[config.mk]
export PLATFORM = sky130hd
export DESIGN_NAME = mips_trace_capture
export DESIGN_NICKNAME = d
export VERILOG_FILES = /design/src/rtl/mips_trace_capture.sv
export SDC_FILE = /design/constraint.sdc
export NUM_CORES = 1
export LEC_CHECK = 0
export ABC_AREA = 1
export BUFFER_PORTS_ARGS = -buffer_cell sky130_fd_sc_hd__buf_4
export CAP_MARGIN = 15
export CORE_MARGIN = 3
export CORE_UTILIZATION = 30
export DETAILED_ROUTE_END_ITERATION = 10
export GPL_TIMING_DRIVEN = 0
export PLACE_DENSITY_LB_ADDON = 0.12
export SETUP_SLACK_MARGIN = 0.3
export SLEW_MARGIN = 5
export SYNTH_ARGS = -nofsm -noshare
export SYNTH_HDL_FRONTEND = slang
export SYNTH_SLANG_ARGS = --single-unit
[constraint.sdc]
create_clock -name clk -period 4.5 [get_ports clk]
set_input_delay 0.45 -clock clk [delete_from_list [all_inputs] [get_ports clk]]
set_output_delay 0.45 -clock clk [all_outputs]
set_load 0.02 [all_outputs]
[src/rtl/mips_trace_capture.sv]
`default_nettype none
// ============================================================================
// Module   : mips_trace_capture
// Purpose  : Captures {pc, alu_result} records on every new PC value into a
//            small FIFO and drains them as an MSB-first byte stream over a
//            valid/ready handshake.
// Option   : TRACE_TIMESTAMP_EN -- prefixes each record with a 16-bit cycle
//            timestamp (two extra bytes, sent first).
// Revision : 1.0 - initial release
// ============================================================================
module mips_trace_capture #(
    parameter int PC_WIDTH   = 16,
    parameter int DATA_WIDTH = 16,
    parameter int FIFO_DEPTH = 8
) (
    input  logic                            clk,
    input  logic                            rst_n,
    input  logic                            trace_en,
    input  logic [PC_WIDTH-1:0]             pc_in,
    input  logic [DATA_WIDTH-1:0]           alu_in,
    output logic [7:0]                      tx_data,
    output logic                            tx_valid,
    input  logic                            tx_ready,
    output logic [$clog2(FIFO_DEPTH+1)-1:0] fifo_count,
    output logic                            overflow,
    output logic [7:0]                      drop_count,
    input  logic                            clr_overflow
);

`ifdef TRACE_TIMESTAMP_EN
    localparam int c_TS_W = 16;
`else
    localparam int c_TS_W = 0;
`endif
    localparam int c_REC_W = c_TS_W + PC_WIDTH + DATA_WIDTH;
    localparam int c_NB    = c_REC_W / 8;
    localparam int c_PTR_W = $clog2(FIFO_DEPTH);
    localparam int c_CNT_W = $clog2(FIFO_DEPTH + 1);
    localparam int c_IDX_W = $clog2(c_NB);

    localparam logic [c_CNT_W-1:0] c_FULL = c_CNT_W'(FIFO_DEPTH);
    localparam logic [c_IDX_W-1:0] c_LAST = c_IDX_W'(c_NB - 1);

    localparam logic [0:0] c_IDLE = 1'b0;
    localparam logic [0:0] c_SEND = 1'b1;

    // Capture tracking
    logic                   r_first;
    logic [PC_WIDTH-1:0]    r_prev_pc;
    logic                   w_capture;
    logic [c_REC_W-1:0]     w_record;

    // Record FIFO
    logic [c_REC_W-1:0]     r_mem [FIFO_DEPTH];
    logic [c_PTR_W-1:0]     r_wr_ptr;
    logic [c_PTR_W-1:0]     r_rd_ptr;
    logic [c_CNT_W-1:0]     r_count;
    logic                   w_full;
    logic                   w_not_empty;
    logic                   w_push;
    logic                   w_pop;
    logic                   w_drop;

    // Serializer
    logic [0:0]             r_state;
    logic [c_IDX_W-1:0]     r_idx;
    logic [c_REC_W-1:0]     r_shift;
    logic                   w_handshake;
    logic                   w_last;

    // Overflow bookkeeping
    logic                   r_overflow;
    logic [7:0]             r_drop_count;

`ifdef TRACE_TIMESTAMP_EN
    logic [15:0]            r_ts;

    // Free-running cycle counter; its value at the capture edge tags the record
    always_ff @(posedge clk or negedge rst_n) begin
        if (!rst_n) begin
            r_ts <= '0;
        end else begin
            r_ts <= r_ts + 16'd1;
        end
    end

    assign w_record = {r_ts, pc_in, alu_in};
`else
    assign w_record = {pc_in, alu_in};
`endif

    assign w_capture   = trace_en && (r_first || (pc_in != r_prev_pc));
    assign w_full      = (r_count == c_FULL);
    assign w_not_empty = (r_count != '0);
    assign w_handshake = (r_state == c_SEND) && tx_ready;
    assign w_last      = (r_idx == c_LAST);
    // Pop either to start from idle or to chain the next record with no bubble
    assign w_pop       = w_not_empty &&
                         ((r_state == c_IDLE) || (w_handshake && w_last));
    // A same-edge pop frees a slot, so a full FIFO can still accept the push
    assign w_push      = w_capture && (!w_full || w_pop);
    assign w_drop      = w_capture && w_full && !w_pop;

    // New-PC detection: first_flag re-arms whenever tracing is disabled
    always_ff @(posedge clk or negedge rst_n) begin
        if (!rst_n) begin
            r_first   <= 1'b1;
            r_prev_pc <= '0;
        end else if (!trace_en) begin
            r_first   <= 1'b1;
        end else if (w_capture) begin
            r_first   <= 1'b0;
            r_prev_pc <= pc_in;
        end
    end

    // FIFO storage (data only; validity is tracked by the pointers/count)
    always_ff @(posedge clk) begin
        if (w_push) begin
            r_mem[r_wr_ptr] <= w_record;
        end
    end

    // FIFO pointers wrap naturally at the power-of-2 depth; count tells full from empty
    always_ff @(posedge clk or negedge rst_n) begin
        if (!rst_n) begin
            r_wr_ptr <= '0;
            r_rd_ptr <= '0;
            r_count  <= '0;
        end else begin
            if (w_push) begin
                r_wr_ptr <= r_wr_ptr + c_PTR_W'(1);
            end
            if (w_pop) begin
                r_rd_ptr <= r_rd_ptr + c_PTR_W'(1);
            end
            case ({w_push, w_pop})
                2'b10:   r_count <= r_count + c_CNT_W'(1);
                2'b01:   r_count <= r_count - c_CNT_W'(1);
                default: r_count <= r_count;
            endcase
        end
    end

    // Serializer FSM: shift register presents the current byte in its top 8 bits
    always_ff @(posedge clk or negedge rst_n) begin
        if (!rst_n) begin
            r_state <= c_IDLE;
            r_idx   <= '0;
            r_shift <= '0;
        end else begin
            case (r_state)
                c_IDLE: begin
                    if (w_pop) begin
                        r_shift <= r_mem[r_rd_ptr];
                        r_idx   <= '0;
                        r_state <= c_SEND;
                    end
                end
                c_SEND: begin
                    if (w_handshake) begin
                        if (!w_last) begin
                            r_shift <= r_shift << 8;
                            r_idx   <= r_idx + c_IDX_W'(1);
                        end else if (w_pop) begin
                            r_shift <= r_mem[r_rd_ptr];
                            r_idx   <= '0;
                        end else begin
                            r_idx   <= '0;
                            r_state <= c_IDLE;
                        end
                    end
                end
                default: begin
                    r_state <= c_IDLE;
                    r_idx   <= '0;
                end
            endcase
        end
    end

    // Sticky overflow and saturating drop counter; a drop beats a same-cycle clear
    always_ff @(posedge clk or negedge rst_n) begin
        if (!rst_n) begin
            r_overflow   <= 1'b0;
            r_drop_count <= '0;
        end else if (w_drop) begin
            r_overflow <= 1'b1;
            if (clr_overflow) begin
                r_drop_count <= 8'd1;
            end else if (r_drop_count != 8'hFF) begin
                r_drop_count <= r_drop_count + 8'd1;
            end
        end else if (clr_overflow) begin
            r_overflow   <= 1'b0;
            r_drop_count <= '0;
        end
    end

    assign tx_data    = r_shift[c_REC_W-1 -: 8];
    assign tx_valid   = (r_state == c_SEND);
    assign fifo_count = r_count;
    assign overflow   = r_overflow;
    assign drop_count = r_drop_count;

endmodule
`default_nettype wire

# After elaboration in Yosys (flattened, before gate mapping)
# Memory sizes are Yosys's and may differ from the RTL's.
# Index checks and enable logic that the tools add are counted.
# word_totals
register_bits	71
ram_bits	256
input_bits	37
elab_cells	69
n_memories	1
# memory_table
name	words	width	rd	rd_ports_with_merged_regs	write_ports	line_no	text
r_mem	8	32	1	0	1	54	logic [c_REC_W-1:0] r_mem [FIFO_DEPTH];
# classes
add_sub_neg	6
eq_ne	9
n_mux	23
n_bitwise	1
reduce_logical	19
# ops
cell	n
32-bit 2-to-1 mux	3
32-bit case mux with 2 select lines	1
8-bit 2-to-1 mux	4
16-bit != test	1
1-bit 2-to-1 mux	9
8-bit by 1-bit adder with 8-bit output (second input constant)	1
8-bit != test (second input constant)	1
4-bit case mux with 2 select lines	1
1-bit logical AND	7
3-bit by 1-bit adder with 3-bit output (second input constant)	2
2-bit 2-to-1 mux	3
2-bit AND reduction	3
2-bit nonzero test	3
4-bit by 1-bit adder with 4-bit output (second input constant)	1
2-bit == test (second input constant)	2
4-bit == test (second input constant)	1
2-bit by 1-bit != test with 1-bit output (second input constant)	2
2-bit case mux with 2 select lines	1
4-bit nonzero test	1
4-bit by 1-bit subtractor with 4-bit output (second input constant)	1
1-bit logical OR	3
2-bit by 1-bit adder with 2-bit output (second input constant)	1
2-bit by 1-bit == test with 1-bit output (second input constant)	1
1-bit logical NOT	2
3 further kinds	3

# Longest topological paths before layout
# Gate-level depths: netlist (run 1).
# logic_depth
word_depth	8
mapped_depth	19

# Worst setup path after synthesis (run 1)
# OpenSTA, ideal clock, no wires.
# synth_path
kind	input to register
startpoint	input port pc_in[9]
endpoint	memory r_mem[1][0] (netlist name), enable pin
setup_time_ns	0.421
arrival_time_ns	2.525
t_required_ns	4.079
slack_ns	1.554
path_stages	11
cell_sequence	inv_1 nand2_1 o21ai_1 nor2_1 nand2_1 nor2_2 nand2_4 nand2_8 nor2_8 nand2_1 nor2_1
# synth_via
elab_chain_cells	6
# synth_lines
element	line_no	text
from (decl)	19	input logic [PC_WIDTH-1:0] pc_in,
16-bit != test	92	assign w_capture = trace_en && (r_first || (pc_in != r_prev_pc));
1-bit logical OR	92	
1-bit logical AND	92	
1-bit logical AND	101	assign w_push = w_capture && (!w_full || w_pop);
1-bit 2-to-1 mux	119	if (w_push) begin
1-bit 2-to-1 mux (implied by the code)	120	r_mem[r_wr_ptr] <= w_record;
to (decl)	54	
# No other way between the ends.

# Final worst setup path (run 1)
# layout_path
startpoint	register r_prev_pc[7]
endpoint	memory r_mem[0][12] (netlist name), enable pin
# layout_via
elab_chain_cells	6
# layout_lines
element	line_no	text
from (decl)	49	logic [PC_WIDTH-1:0] r_prev_pc;
from (signal assigned)	113	r_prev_pc <= pc_in;
16-bit != test	92	
1-bit logical OR	92	
1-bit logical AND	92	
1-bit logical AND	101	
1-bit 2-to-1 mux	119	
1-bit 2-to-1 mux (implied by the code)	120	
# No other way between the ends.

==> impl_metrics.ini, run 1 <==
[status]
run_status = finished, final reports clean

[sta]
hold_violations = 0
skew_ps = 17.8
fin_crit_sh_pct = 59.4
layout_min_cycle_time_ps = 2670
tightestPinTransition_ps = 1030
slew_headroom_pct = 31.6
setup_viol = 0
drv_slew = 0
fmax_mhz = 374
rsz0062_at_grt = false

[yosys]
ys_types = 41
synth_compound_area_share_pct = 9.91
yosys_warnings = 0
synthAdderAreaFrac_pct = 0.700
synth-seq-area-share_pct = 69.7
yosysTopAreaCell = edfxtp_1
synth_xor_area_share_pct = 0.774
synth_top_area_share_pct = 56.6
avgSynthCellArea_um2 = 11.7
syn-instance-count = 1157
synthMuxAreaShare_pct = 0
yosys.area_share.simple_pct = 14.5
ys_seq_elements = 327
synth_top_family_by_area = simple AND/OR/NAND/NOR gates
syn_nets = 1201
synth_area_um2 = 13600
synth_area_leaders = edfxtp_1 57%, dfrtp_1 13%, nand2_1 5.2%

[layout]
num_antenna_cells = 0
finalInstanceArea_um2 = 16200
fill_cells = 4379
final_common_cell = edfxtp_1
drive_gt1_share_pct = 15.9
area_delta_synth_final_pct = 19.1
nets = 1308
seq_area_um2 = 9470
multi_input_area_um2 = 3570
final_cell_mix = 256 x edfxtp_1, 190 x nand2_1, 133 x nor2_1

[placed_design]
gp_congestion = 0.770
dp_hpwl_um = 25700
portBuffers = 58
placed_area_um2 = 15000

[floorplanning]
dieHeight_um = 219
pin_count = 59
dieWidth_um = 219
num_rows = 77
dieArea_um2 = 47900
core_area_um2 = 44500
initial_core_util_pct = 30.5

[grt]
grt_util_met3_pct = 2.42
grtUsageMet2_pct = 26.7
grt-ovfl-total = 0
busiest_layer = met2
grt_max_degree = 72
grt_pass1_wl_um = 58900
grt_pass1_vias = 8943
grt_antenna_before_repair = 0
grtUsageMet1_pct = 24.1
track_usage_pct = 16.7

[clocking]
clkLatencyLatePin_ps = 530
postCtsHoldBufs = 0
cts.repair.resized = 0
numCtsBuffers = 38
path_clk_slew_ps = 60
cts_tree = built
clock-sinks = 327
cts_max_path_buffers = 3
htree_levels = 2
cts-root-buf = clkbuf_16
postCtsSetupBuffers = 0

[power]
ir_worst_vdd_mv = 0.220
power_leakage_nw = 5.96
switchingPower_w = 0.00384
power_frac_seq_pct = 38.8
power.total_w = 0.0105
switching_share_pct = 36.6
intPower_w = 0.00665
power_density_nw_per_um2 = 648
combinationalPowerShare_pct = 33.1
clkPwrFrac_pct = 28.1

[worst_hold_path]
hold_path_class = in2async

[worst_setup_path]
worst-path-max-fanout = 19
cp-start-kind = flop
crit_type = reg2reg
worstPathRequired_ps = 4730
worstPathArrival_ps = 2900
end_kind = flop

[route]
finalWirelength_um = 39600
postRouteAntennaNets = 0
vias = 9094
wl_per_cell_um = 21.0
via_per_inst = 4.82
dr.pass1.iters = 7
drc = 0
dr.first_iter.drc_count = 756

[run]
max_cap_viol_count = 0
## worst max-delay path: stages (launching register included)
cell and delay (ps):
dfrtp_1 390, inv_1 60, nand2_1 40, nand2_1 70
nor2_1 70, nand3_1 80, nor2_2 60, nand2_4 100
nand2_8 100, nor2_8 130, inv_2 40, or2_4 280
nor2_4 670, buf_16 250
## through the flow
step                      TNS, ps  setup slack, ps  utilization [%]  cells  hold WS, ps
after floorplan                 0             1550                -   1157          154
after global placement     -68700             -617             33.2   1807          475
after detailed placement        0             1530             33.7   1816          470
after CTS                       0             1790             36.4   1885         70.3
after global routing            0             1610             36.4   1885         86.4
final                           0             1830             36.4   1885         63.8
## path summary, 6_finish.rpt
kind | from | to | slack (ps) | depth (start not counted)
max in group asynchronous | rst_n | r_rd_ptr[0] | 3720 | 1
hold reg to reg | r_idx[0] | r_idx[0] | 480 | 1
min in group clk | trace_en | r_first | 100 | 2
hold / removal | rst_n | r_prev_pc[12] | 60 | 1
setup reg to reg | r_prev_pc[7] | r_mem[0][12] | 1830 | 13
setup / recovery | r_prev_pc[7] | r_mem[0][12] | 1830 | 13
## Yosys cell counts
| library cell | n |
|---|---|
| buf_1 | 1 |
| nor2_4 | 1 |
| clkinv_1 | 1 |
| buf_8 | 1 |
| inv_2 | 11 |
| nand2_1 | 190 |
| dfstp_2 | 1 |
| nor3_1 | 3 |
| xnor2_1 | 5 |
| inv_4 | 1 |
| nand3_1 | 88 |
| xor2_1 | 7 |
| buf_12 | 2 |
| o21ai_1 | 84 |
| nor2_8 | 5 |
| o211ai_1 | 1 |
| nand2_8 | 1 |
| nor2_1 | 137 |
| or2_4 | 1 |
| buf_6 | 2 |
| dfrtp_1 | 70 |
| edfxtp_1 | 256 |
| a31oi_1 | 1 |
| nand2_2 | 4 |
| o221ai_1 | 2 |
| o22a_1 | 8 |
| buf_2 | 18 |
| buf_4 | 16 |
| nand3_2 | 2 |
| o21ai_2 | 7 |
| nand2_4 | 4 |
| o22ai_1 | 46 |
| fa_1 | 1 |
| o21ai_0 | 59 |
| clkbuf_1 | 29 |
| inv_1 | 38 |
| clkinv_2 | 2 |
| ha_1 | 6 |
| nor2_2 | 7 |
| nand4_1 | 2 |
| a21oi_1 | 36 |
## final cells by class
cell class,count,share of cell area [%]
multi-input cells,708,22.0
repair buffers,67,3.94
clock inverters,10,0.626
clock buffers,59,6.62
inverters,53,1.26
well taps,592,4.58
plain buffers,69,2.47
flip-flops and latches,327,58.5
## sequential cells by signal, summed over array words and instances (netlist names)
| register | count |
|---|---|
| r_first | 1 |
| r_idx | 2 |
| drop_count | 8 |
| r_shift | 32 |
| overflow | 1 |
| tx_valid | 1 |
| r_mem | 256 |
| r_prev_pc | 16 |
| r_rd_ptr | 3 |
| fifo_count | 4 |
| r_wr_ptr | 3 |
## logic make-up (layout without fill, tap and decap cells)
group	Yosys count	in the layout
simple gates	445	445
flops	327	327
compound gates	244	244
buf+inv	122	258
xor+xnor	12	12
fa+ha+maj	7	7
## power by group through the flow
| stage | Clock, W | Combinational [W] | Sequential, W |
|---|---|---|---|
| global route | 0.00315 | 0.00382 | 0.00412 |
| floorplan | 0 | 0.00207 | 0.00407 |
| CTS | 0.00303 | 0.00353 | 0.00407 |
| global placement | 0 | 0.00337 | 0.00415 |
| finish | 0.00295 | 0.00346 | 0.00407 |
| detailed placement | 0 | 0.00352 | 0.00412 |
## metal layers
metal	vias to the layer above	wire length [um]
li1	4300	-
met1	4528	18400
met2	214	18700
met3	52	1850
met4	0	651
met5	-	0
Power figures use the tool's default switching activity.
==> run 2, diff against run 1 <==
Settings changed: ABC_AREA 1 to 0.
Clock period 4.5 ns to 2.3 ns, I/O delays scaled along.
==> run 2 against run 1 <==
Effect of this change: the flow now finishes with violations (negative setup slack); highest routed layer unchanged; clock skew fell by 2.4 ps; critical path depth rose by 1; critical endpoint is now fifo_count[3]; total power rose by 120%; final area rose by 13%; combinational power rose by 150%.
==> impl_metrics.ini, run 2 <==
[floorplanning]
num_rows = 75
initial_core_util_pct = 30.7
core_area_um2 = 42500
pin_count = 59
dieHeight_um = 215
dieWidth_um = 215
dieArea_um2 = 46100

[layout]
num_antenna_cells = 0
final_common_cell = edfxtp_1
post-route-util_pct = 43.1
area_delta_synth_final_pct = 40.1
final_cell_mix = 256 x edfxtp_1, 90 x buf_4, 67 x dfrtp_1
reg_top3 = r_mem: 256 flops, r_shift: 32 flops, r_prev_pc: 16 flops
nets = 1001
largest_register_ffs = 256
drive_gt1_share_pct = 45.0
top_register = r_mem

[yosys]
yosysTopAreaCell = edfxtp_1
synth_xor_area_share_pct = 1.61
syn-instance-count = 709
synth-seq-area-share_pct = 72.4
synth_compound_area_share_pct = 3.84
ys_types = 49
synth_area_leaders = edfxtp_1 59%, dfrtp_1 13%, mux4_2 11%
avgSynthCellArea_um2 = 18.4
synthAdderAreaFrac_pct = 0.728
yosys.area_share.simple_pct = 3.75
synthMuxAreaShare_pct = 15.6
async_flop_share_pct = 21.7
ys.flop_type = edfxtp_1
synth_top_family_by_area = multiplexers
synth_top_area_share_pct = 58.8
yosysMostFrequentCell = edfxtp_1
netlist_top_cells_count = 256 x edfxtp_1, 70 x dfrtp_1, 64 x mux4_2
yosys_warnings = 0
ys_seq_elements = 327
syn_nets = 753
synth_area_um2 = 13100
synth_edf_count = 256

[worst_setup_path]
worst-path-max-fanout = 5
end_kind = flop
worstPathArrival_ps = 3210
crit_path_end = fifo_count[3]
r2r_slack_ps = -500
path_cells = xor2_2, nor4_4, nand4_1, o21ai_2, buf_6, buf_12, nand2_8, inv_4, ha_4, a21o_1, a21oi_4, or3_1, mux2i_1, a221o_1
cp-start-kind = flop
rr_endpoint = fifo_count[3]
cp_num_cells = 14
cp-startpoint = r_prev_pc[6]
crit_buf_inv = 3
reg2regPathDepth = 14
cpLargestDelayFamily = compound AO/OA/AOI/OAI gates
timing.rr.start = r_prev_pc[6]
worstPathRequired_ps = 2710
crit_type = reg2reg
critPathSlowestCell = dfrtp_1
critPathMaxStageDelay_ps = 400

[route]
dr.pass1.iters = 4
dr.first_iter.drc_count = 463
vias = 7408
drc = 0
postRouteAntennaNets = 0
finalWirelength_um = 35500
wl_per_cell_um = 22.7
via_per_inst = 4.74

[clocking]
cts-root-buf = clkbuf_16
cts_tree = built
clkLatencyLatePin_ps = 520
numCtsBuffers = 38
cts_max_path_buffers = 3
path_clk_slew_ps = 70
htree_levels = 2
clock-sinks = 327

[placed_design]
dp_hpwl_um = 21900
gp_congestion = 0.793
dp_worst_setup_slack_ps = -1110
portBuffers = 56

[power]
power_density_nw_per_um2 = 1240
power_leakage_nw = 6.56
switchingPower_w = 0.00702
power.total_w = 0.0226
combinationalPowerShare_pct = 37.9
power_frac_seq_pct = 36.1
clkPwrFrac_pct = 26.0
ir_worst_vdd_mv = 0.680
intPower_w = 0.0156
switching_share_pct = 31.0

[grt]
track_usage_pct = 14.6
grt_max_degree = 72
grt-ovfl-total = 0
grt_antenna_before_repair = 0
grt_pass1_wl_um = 50500
grt_pass1_vias = 7871

[sta]
fmax_mhz = 357
layout_min_cycle_time_ps = 2800
drv_slew = 0
slew_headroom_pct = 35.9
setup_viol = 257
skew_ps = 15.4
rsz0062_at_grt = true
fin_crit_sh_pct = 122
worst_slack_ps = -502
tightestPinTransition_ps = 961
hold_violations = 0

[worst_hold_path]
hold_path_class = in2reg

[run]
max_cap_viol_count = 0

[status]
violations = negative setup slack
run_status = finished with violations
==> run 2: cell types whose count changed after synthesis, moves of 28 or more <==
cell | previous run | this run
inv_1 | 38 | 10
mux2_2 | 0 | 43
mux4_2 | 0 | 64
nand2_1 | 190 | 29
nand3_1 | 88 | 4
nor2_1 | 137 | 31
o21ai_0 | 59 | 10
o21ai_1 | 84 | 0
==> run 2: cell type report <==
class	count	area [um2]
flip-flops and latches	327	9470
plain buffers	44	429
well taps	577	722
fillers	3699	24200
repair buffers	208	2430
multi-input cells	328	3980
clock inverters	12	87.6
inverters	10	40.0
clock buffers	57	1160
==> run 2: power groups by stage <==
stage | clock network (W) | registers (W) | logic (W)
after global placement | 0 | 0.00821 | 0.00586
final | 0.00589 | 0.00818 | 0.00858
after floorplan | 0 | 0.00808 | 0.00399
after CTS | 0.00603 | 0.00812 | 0.00671
after detailed placement | 0 | 0.00822 | 0.00620
after global routing | 0.00630 | 0.00827 | 0.00914
==> run 2: how the worst min path moves through the flow <==
stage                         start             to  slack, ps  cells past startpoint
after floorplan               rst_n  drop_count[0]        -70                      0
after global placement        rst_n       r_idx[1]        410                      1
after detailed placement      rst_n       r_idx[1]        450                      1
after CTS                 pc_in[12]   r_mem[5][28]        0.6                      1
after global routing      pc_in[15]  r_prev_pc[15]         10                      2
final                     pc_in[15]  r_prev_pc[15]         20                      2
==> run 2: metrics by stage <==
step,hold slack [ps],TNS (ps),area [um2],instances
3_3_place_gp,410,-486930,14400,1342
5_1_grt,12.4,-67150,18300,1563
4_1_cts,0.633,-31060,16900,1516
2_1_floorplan,-65.6,-62360,13200,709
6_report,19.4,-32410,18300,1563
3_5_place_dp,449,-115320,14700,1366
==> run 2: metal layers <==
layer | share of wire, % | track usage, %
met2 | 49 | 24.6
met4 | 1.4 | 3.26
met5 | 0 | 0
met3 | 4.1 | 2.34
met1 | 45 | 19.9
==> run 2: kinds of logic (layout without fill, tap and decap cells) <==
family / after synthesis / after routing
XOR/XNOR: 24 / 24
multiplexers: 118 / 118
AND/OR/NAND/NOR: 99 / 99
flip-flops: 327 / 327
buffers and inverters: 54 / 331
AO/OA/AOI/OAI: 80 / 80
adder cells (fa/ha/maj): 7 / 7
==> run 2: worst reg2reg max path, cell delays in order, from the launching register on <==
cell	delay, ps
dfrtp_1	400
xor2_2	160
nor4_4	330
nand4_1	210
o21ai_2	200
buf_6	140
buf_12	100
nand2_8	50
inv_4	90
ha_4	190
a21o_1	180
a21oi_4	180
or3_1	130
mux2i_1	70
a221o_1	260
==> run 2: repair_timing <==
item	4_1_cts	5_1_grt
endpoints found under the hold margin	306	0
hold buffers	46	0
pin swaps	15	39
setup buffers	35	35
setup endpoints to repair	315	315
cloned	0	12
resized for setup	51	204
==> run 3, diff against run 2 <==
Settings changed: CORE_UTILIZATION 30 to 50, HOLD_SLACK_MARGIN from default to 0.15.
==> run 3 against run 2 <==
Effect of this change: the flow still finishes with violations (negative setup slack); via count fell by 2.5%; worst setup slack improved by 8.8 ps; clock skew rose by 0.58 ps; critical path type unchanged; critical endpoint unchanged.
==> impl_metrics.ini, run 3 (synthesis gave the netlist of run 2 again) <==
[route]
vias = 7222
postRouteAntennaNets = 0
via_per_inst = 5.74
finalWirelength_um = 29300
wl_per_cell_um = 23.3
dr.first_iter.drc_count = 752
drc = 0
dr.pass1.iters = 5

[power]
power_density_nw_per_um2 = 1200
ir_worst_vdd_mv = 0.556
power_leakage_nw = 5.90

[sta]
fin_setup_tns_ps = -4040
fin_hold_ws_ps = 182
setup_viol = 63
fmax_mhz = 358
rsz0062_at_grt = true
slew_headroom_pct = 37.5
layout_min_cycle_time_ps = 2790
hold_violations = 0
drv_slew = 0
skew_ps = 15.9
worst_slack_ps = -493
tightestPinTransition_ps = 938
fin_crit_sh_pct = 121

[layout]
fill_cells = 1749
reg_top3 = r_mem: 256 flops, r_shift: 32 flops, r_prev_pc: 16 flops
nets = 947
final_common_cell = edfxtp_1
area_delta_synth_final_pct = 26.2
final_cell_mix = 256 x edfxtp_1, 103 x buf_4, 70 x dfrtp_1
num_antenna_cells = 0
drive_gt1_share_pct = 37.1
top_register = r_mem
largest_register_ffs = 256
post-route-util_pct = 64.7

[worst_setup_path]
worstPathArrival_ps = 3180
end_kind = flop
critPathMaxStageDelay_ps = 410
cp-start-kind = flop
crit_type = reg2reg
worst-path-max-fanout = 5
reg2regPathDepth = 14
path_cells = xor2_2, nor4_4, nand4_1, o21ai_2, buf_6, buf_12, nand2_8, inv_4, ha_4, a21o_1, a21oi_4, or3_1, mux2i_1, a221o_1
worstPathRequired_ps = 2690
critPathSlowestCell = dfrtp_1

[grt]
grt_antenna_before_repair = 0
grt_pass1_vias = 7551
grt_max_degree = 72
track_usage_pct = 21.2
grt_pass1_wl_um = 45100
grt-ovfl-total = 0

[worst_hold_path]
hold_path_depth = 4
hold_path_class = in2reg

[clocking]
cts_max_path_buffers = 3
htree_levels = 2
cts-root-buf = clkbuf_16
numCtsBuffers = 35
cts_tree = built
clock-sinks = 327
clkLatencyLatePin_ps = 510
path_clk_slew_ps = 60

[run]
max_cap_viol_count = 0

[floorplanning]
dieArea_um2 = 28100
num_rows = 58
dieWidth_um = 168
core_area_um2 = 25500
dieHeight_um = 168
pin_count = 59
initial_core_util_pct = 51.3

[status]
violations = negative setup slack
run_status = finished with violations

[placed_design]
portBuffers = 56
gp_congestion = 0.873
dp_hpwl_um = 19200
dp_worst_setup_slack_ps = -893
[run 3: cell count changes in the layout (fill, tap and decap cells not counted), moves of 16 or more]
cell / change
o22ai_2: -16
buf_6: -23
mux2_4: -18
clkbuf_16: -16
mux2_2: +18
o22ai_1: +22
buf_12: -24
[run 3: metrics by stage]
| stage | instance area [um2] | instances | power, W |
|---|---|---|---|
| floorplan | 13200 | 709 | 0.0121 |
| global placement | 14100 | 1095 | 0.0137 |
| detailed placement | 14400 | 1117 | 0.0141 |
| CTS | 16200 | 1244 | 0.0200 |
| global route | 16500 | 1258 | 0.0208 |
| finish | 16500 | 1258 | 0.0198 |
[run 3: layout make-up]
| type | instances | area, um2 | area share, % |
|---|---|---|---|
| flip-flops and latches | 327 | 9470 | 57.4 |
| inverters | 10 | 40.0 | 0.243 |
| clock inverters | 17 | 180 | 1.09 |
| plain buffers | 44 | 347 | 2.10 |
| repair buffers | 157 | 1500 | 9.08 |
| clock buffers | 45 | 923 | 5.60 |
| multi-input cells | 328 | 3620 | 22.0 |
| well taps | 330 | 413 | 2.50 |
[run 3: critical path: cells and delay by family, from the launching register on]
family	cells	cell delay, ps
AO/OA/AOI/OAI	4	850
AND/OR/NAND/NOR	4	660
flip-flops	1	410
buffers and inverters	3	320
adder cells (fa/ha/maj)	1	190
XOR/XNOR	1	170
multiplexers	1	60
[run 3: layer usage]
layer  part of all wire (%)  GRT usage (%)  routed length (um)
met5                      0              0                   0
met1                     43           30.0               12600
met4                    1.4           3.98                 420
met2                     51           35.8               14900
met3                    5.0           3.23                1480
[run 3: timing repair]
item                                    in CTS  in global routing
endpoints found under the setup margin     314                309
hold endpoints to repair                   347                  0
setup buffers                               29                 12
hold buffers                                36                  0
gates resized for setup                     50                 21
gates cloned                                 0                  2
pin swaps                                   18                 13
[run 3: path summary, 6_finish.rpt]
path                              start             to  slack (ps)
max                        r_prev_pc[6]  fifo_count[3]        -490
min                            tx_ready       tx_valid         180
max reg2reg                r_prev_pc[6]  fifo_count[3]        -490
min reg2reg                    overflow       overflow         500
max in group asynchronous         rst_n    r_shift[10]        1280
min in group asynchronous         rst_n  drop_count[3]         410
[run 3: power breakdown]
| part | internal (W) | switching (W) | total [W] |
|---|---|---|---|
| clock | 0.00320 | 0.00217 | 0.00537 |
| sequential | 0.00753 | 0.000591 | 0.00812 |
| combinational | 0.00313 | 0.00323 | 0.00636 |
| total | 0.0139 | 0.00599 | 0.0198 |
